[src/rtl/mult_pkg.sv]
// Shared types and helpers for the sequential multiplier datapath.
// Consumed by multiplicador_seq (optional macro there: MULT_SIGNED_EN).
package mult_pkg;

    typedef enum logic [1:0] {
        IDLE = 2'd0,
        CALC = 2'd1,
        DONE = 2'd2
    } state_t;

    // Edges from the accepting start edge to the first edge with done visible, inclusive.
    function automatic int MULT_LATENCY(input int width);
        return width + 2;
    endfunction

    function automatic int mult_clog2(input int n);
        int r;
        r = 0;
        while ((1 << r) < n) r++;
        return r;
    endfunction

endpackage

[src/rtl/somador_nbits.sv]
// Parametrised ripple-carry adder: {cout, sum} = a + b + cin.
module somador_nbits #(
    parameter int WIDTH = 4
) (
    output logic [WIDTH-1:0] sum,
    output logic             cout,
    input  logic [WIDTH-1:0] a,
    input  logic [WIDTH-1:0] b,
    input  logic             cin
);

    always_comb begin
        logic [WIDTH:0] c;
        c    = '0;
        sum  = '0;
        c[0] = cin;
        for (int unsigned i = 0; i < WIDTH; i++) begin
            sum[i]   = a[i] ^ b[i] ^ c[i];
            c[i+1]   = (a[i] & b[i]) | (c[i] & (a[i] ^ b[i]));
        end
        cout = c[WIDTH];
    end

endmodule

[src/rtl/multiplicador_seq.sv]
// Shift-and-add multiplier, WIDTH x WIDTH -> 2*WIDTH, one multiplier bit per clock.
// Define MULT_SIGNED_EN for two's-complement operands and product.
module multiplicador_seq
    import mult_pkg::*;
#(
    parameter int WIDTH = 4
) (
    input  logic               clk,
    input  logic               rst,
    input  logic               start,
    input  logic [WIDTH-1:0]   A,
    input  logic [WIDTH-1:0]   B,
    output logic               busy,
    output logic               done,
    output logic [2*WIDTH-1:0] P
);

    localparam int CW = mult_clog2(WIDTH + 1);
    localparam logic [CW-1:0] CNT_LAST = CW'(WIDTH);

    state_t state_q, state_d;

    logic [WIDTH-1:0]   a_reg;
    logic [2*WIDTH-1:0] acc;
    logic [CW-1:0]      cnt;
    logic               load, step, finish;

    logic [WIDTH-1:0]   sum;
    logic               cout;
    logic [WIDTH-1:0]   add_s;
    logic               add_c;
    logic [WIDTH-1:0]   a_in, b_in;
    logic [2*WIDTH-1:0] result;

    somador_nbits #(.WIDTH(WIDTH)) u_step_add (
        .sum  (sum),
        .cout (cout),
        .a    (acc[2*WIDTH-1:WIDTH]),
        .b    (a_reg),
        .cin  (1'b0)
    );

`ifdef MULT_SIGNED_EN
    logic               sign_q;
    logic [2*WIDTH-1:0] acc_neg;
    logic               neg_cout;

    // Magnitudes fit WIDTH unsigned bits, including the most-negative operand.
    assign a_in = A[WIDTH-1] ? (~A + 1'b1) : A;
    assign b_in = B[WIDTH-1] ? (~B + 1'b1) : B;

    somador_nbits #(.WIDTH(2*WIDTH)) u_negate (
        .sum  (acc_neg),
        .cout (neg_cout),
        .a    (~acc),
        .b    ('0),
        .cin  (1'b1)
    );

    assign result = sign_q ? acc_neg : acc;

    always_ff @(posedge clk) begin
        if (rst)       sign_q <= 1'b0;
        else if (load) sign_q <= A[WIDTH-1] ^ B[WIDTH-1];
    end
`else
    assign a_in   = A;
    assign b_in   = B;
    assign result = acc;
`endif

    assign add_s = acc[0] ? sum  : acc[2*WIDTH-1:WIDTH];
    assign add_c = acc[0] ? cout : 1'b0;

    always_ff @(posedge clk) begin
        if (rst) state_q <= IDLE;
        else     state_q <= state_d;
    end

    // CALC holds one extra cycle after the last shift; P is loaded on the way into DONE.
    always_comb begin
        state_d = state_q;
        busy    = 1'b0;
        done    = 1'b0;
        load    = 1'b0;
        step    = 1'b0;
        finish  = 1'b0;
        case (state_q)
            IDLE: begin
                if (start) begin
                    load    = 1'b1;
                    state_d = CALC;
                end
            end
            CALC: begin
                busy = 1'b1;
                if (cnt == CNT_LAST) begin
                    finish  = 1'b1;
                    state_d = DONE;
                end else begin
                    step = 1'b1;
                end
            end
            DONE: begin
                busy    = 1'b1;
                done    = 1'b1;
                state_d = IDLE;
            end
            default: state_d = IDLE;
        endcase
    end

    always_ff @(posedge clk) begin
        if (rst) begin
            a_reg <= '0;
            acc   <= '0;
            cnt   <= '0;
            P     <= '0;
        end else begin
            if (load) begin
                a_reg <= a_in;
                acc   <= {{WIDTH{1'b0}}, b_in};
                cnt   <= '0;
            end else if (step) begin
                acc <= {add_c, add_s, acc[WIDTH-1:1]};
                cnt <= cnt + 1'b1;
            end
            if (finish) P <= result;
        end
    end

endmodule

[config.mk]
export PLATFORM = sky130hd
export DESIGN_NAME = multiplicador_seq
export DESIGN_NICKNAME = d
export VERILOG_FILES = /design/src/rtl/mult_pkg.sv /design/src/rtl/somador_nbits.sv /design/src/rtl/multiplicador_seq.sv
export SDC_FILE = /design/constraint.sdc
export NUM_CORES = 1
export LEC_CHECK = 0
export ABC_AREA = 1
export CAP_MARGIN = 40
export CORE_ASPECT_RATIO = 0.75
export CORE_MARGIN = 4
export CORE_UTILIZATION = 45
export CTS_CLUSTER_DIAMETER = 150
export DETAILED_ROUTE_END_ITERATION = 6
export GPL_ROUTABILITY_DRIVEN = 0
export PLACE_DENSITY = 0.7
export SLEW_MARGIN = 5
export SYNTH_ARGS = -nofsm -noshare
export SYNTH_HDL_FRONTEND = slang
export SYNTH_SLANG_ARGS = --single-unit
[constraint.sdc]
create_clock -name clk -period 5.2 [get_ports clk]
set_input_delay 0.78 -clock clk [delete_from_list [all_inputs] [get_ports clk]]
set_output_delay 0.78 -clock clk [all_outputs]
set_load 0.05 [all_outputs]
==> results by stage <==
Timing:
- The tightest hold margin is about 0.49 ns.
- Static timing analysis puts the maximum clock frequency at 378 MHz.
- Subtracting the final worst setup slack from the clock period gives around 2.6 ns.
- The final count of hold timing violations came to 0.
- The max-slew violation count is 0.
- The final total negative setup slack is 0 ns.
- Of the available clock period, the critical path in the final layout requires 0.508.
- At the pin with the least slew margin, the transition time is 0.501 ns.
- Setup repair after global routing left no endpoint under its margin.
- The final worst-path setup slack is ~2.6 ns.
- Setup violations remaining at the end of the flow were counted as 0.
- The headroom to the max-slew limit is 0.665.
- For the final database, setup skew stands at 0.00224 ns.

Final layout:
- Leaving out fill and tap cells, the most frequent cell in the layout is nand2_1.
- Of the cells placed in the final design, the portion with a size suffix greater than 1 is 0.0656.
- The area of all sequential standard cells is roughly 500 µm².
- The footprint of the multi-input gates is approximately 630 µm².
- Relative to the synthesized area, the layout overhead comes to 20.4%.
- The top cell types in the final layout, fill and taps aside, are nand2_1, dfxtp_1, nor2_1, clkdlybuf4s50_1, o21ai_0.
- 0 antenna diodes ended up in the layout.
- The number of inserted filler cells in the final layout is 268.
- After the last flow step, the layout net total stands at 205.

Clock tree:
- After clock tree synthesis, the clock-pin slew on the worst setup and hold paths is around 0.14 ns.
- The clock passes through at most 2 buffers.
- At the later pin of the worst-skew pair, clock insertion delay measures between 0.3 and 0.4 ns.
- CTS built an H-tree with a depth of 1.
- The TritonCTS buffer count is 3.
- The count of hold buffers inserted by post-cts repair is 0.
- The number of gates resized after CTS was 0.
- The number of setup buffers added after CTS is 0.
- The buffer cell driving the clock tree root is clkbuf_4.
- TritonCTS built the clock tree.
- The clock net in this run drives a total of 25 sinks.

Routing:
- The total number of vias is ~1000.
- The routed length per placed instance is around 11 µm.
- In the routed layout, each cell is associated on average with a via count of between 4 and 5.
- After detailed routing, the total wire length is 2.42 mm.
- In this run the remaining antenna-violating nets after routing total 0.
- The count of TritonRoute iterations in the first routing pass is 4.
- The number of remaining DRC errors is 0.
- The iteration-0 DRC count of the detailed router is 26.

Global route:
- For this run, the total global-route usage over all layers was measured as 0.156.
- The number of global-route vias before repair is between 900 and 1000.
- For this run, global-route usage on met1 was measured as 0.210.
- The initial antenna violation count is 0.
- Entering global routing, the biggest net connects 16 pins.
- The wire length of the first global-routing pass is around 4.2 mm.
- The met3 track demand over resource in global routing is 0.0552.
- The total overflow left after global routing is 0.
- The global routing stage identified its most utilized layer as met2.
- In the global route stage, met2 resource usage came out at 0.237.

Synthesis:
- Among all flip-flop cells after synthesis, the most frequent one is dfxtp_1.
- The number of flip-flops and latches in the synthesized netlist is 25.
- Yosys mapped the design onto 17 distinct sky130hd cell types.
- After synthesis the cells add up to roughly 1200 µm².
- Counting every net in the synthesized netlist gives approximately 180.
- The fraction of the yosys area taken by sequential cells is 0.410.
- The post-synthesis cell count is about 160.
- The average cell area after synthesis is about 7.5 µm².
- After synthesis, the share of flip-flops with an asynchronous set or reset is 0.
- The Yosys step of the flow raised 0 warnings.
- In this run, synthesis inferred 0 flip-flops with an integrated enable.

Pwr:
- Summed over all cells, the static leakage comes to between 0.6 and 0.7 nW.
- The worst voltage drop across the vdd grid is between 0.1 and 0.15 mV.
- Power spread over the standard cell area amounts to around 260 nW/µm².

Worst setup path:
- STA classifies the critical path startpoint as a register.
- The critical path is of the register to output pin type.
- The largest single stage delay on the critical path is ~0.79 ns.
- On the critical path, the stage with the largest delay is an instance of clkdlybuf4s50_1.
- The number of buffer and inverter instances along the worst setup path is 2.
- The maximum fanout along the worst path is 3.
- Traced cell by cell, the critical path runs through inv_1 -> ha_1 -> clkdlybuf4s50_1.
- The worst endpoint data arrival time is ~1.9 ns.
- The dominant delay contributor by cell family on the critical path is buffers and inverters.
- The required time at the worst-slack endpoint is 4.42 ns.
- The element type at the critical path end is an output pin.

Place:
- Prior to clock tree synthesis, the placed netlist has a worst setup slack of 2.92 ns.
- After legalization and detailed placement, the total HPWL measured 1.93 mm.
- The number of input and output port buffers inserted is 20.

Job:
- The tool flagged a number of max-cap violations equal to 0.

Die:
- The floorplan has 16 rows.
- 21 I/O pins were placed.
- The initial core utilization is 0.469.
- The chip width is between 60 and 70 µm.
- The die is 53.1 µm tall.
- The floorplan core area is roughly 2600 µm².
- The floorplan step defined a die boundary enclosing around 3600 µm².

Status:
- The flow ran to the end, and the final reports show no timing, DRC or antenna violations.

Worst hold path:
- The type of the tightest min-delay check is register to register.
[synth_stat cells (3+ instances only)]
| library cell | n | area share |
|---|---|---|
| a21oi_1 | 12 | 0.049 |
| dfxtp_1 | 25 | 0.41 |
| fa_1 | 3 | 0.049 |
| ha_1 | 7 | 0.072 |
| inv_1 | 15 | 0.046 |
| nand2_1 | 38 | 0.12 |
| nand3_1 | 9 | 0.037 |
| nor2_1 | 25 | 0.077 |
| o21ai_0 | 16 | 0.066 |
[final timing paths]
check,cells past startpoint,slack [ns],end,startpoint
worst max-delay path,3,2.56,busy,state_q[0]
worst min-delay path,2,0.49,cnt[1],cnt[1]
worst max register to register,10,3.15,acc[6],acc[4]
worst min register to register,2,0.49,cnt[1],cnt[1]
[stage by stage]
stage / utilization / total power, W / area (µm²) / cells
after floorplan: - / 0.000274 / 1220 / 162
after global placement: 0.553 / 0.000291 / 1440 / 215
after detailed placement: 0.553 / 0.000293 / 1440 / 215
after CTS: 0.564 / 0.000382 / 1470 / 219
after global routing: 0.564 / 0.000403 / 1470 / 219
final: 0.564 / 0.000376 / 1470 / 219
[worst reg2reg max path: stages, from the launching register on]
cell and delay [ns]:
dfxtp_1 0.37, ha_1 0.19, inv_1 0.06, fa_1 0.15
inv_1 0.05, fa_1 0.37, fa_1 0.49, nand2_1 0.05
nand2_1 0.07, nand2_1 0.05, a21oi_1 0.13
[layer usage]
layer,vias up,share of wire
met5,-,0
met4,0,0.0070
met1,466,0.49
met3,2,0.038
li1,554,-
met2,18,0.46
[cell type report]
type / instances / share of cell area
clock inverter: 1 / 0.00511
inverter: 17 / 0.0434
sequential: 25 / 0.341
timing repair buffer: 20 / 0.136
clock buffer: 3 / 0.0153
multi-input combinational: 117 / 0.428
tap: 36 / 0.0307
[power by group]
group	internal [W]	switching [W]	leakage [nW]
sequential	0.000202	0.00000903	0.203
clock	0.0000294	0.0000584	0.0139
combinational	0.0000290	0.0000485	0.423
total	0.000261	0.000116	0.640
[cell families after synthesis]
group | count (synthesis) | share of synthesized area
AO/OA/AOI/OAI | 28 | 0.115
AND/OR/NAND/NOR | 79 | 0.280
flip-flops | 25 | 0.410
adder cells (fa/ha/maj) | 10 | 0.121
buffers and inverters | 20 | 0.0738
(Power assumes the default switching activity.)
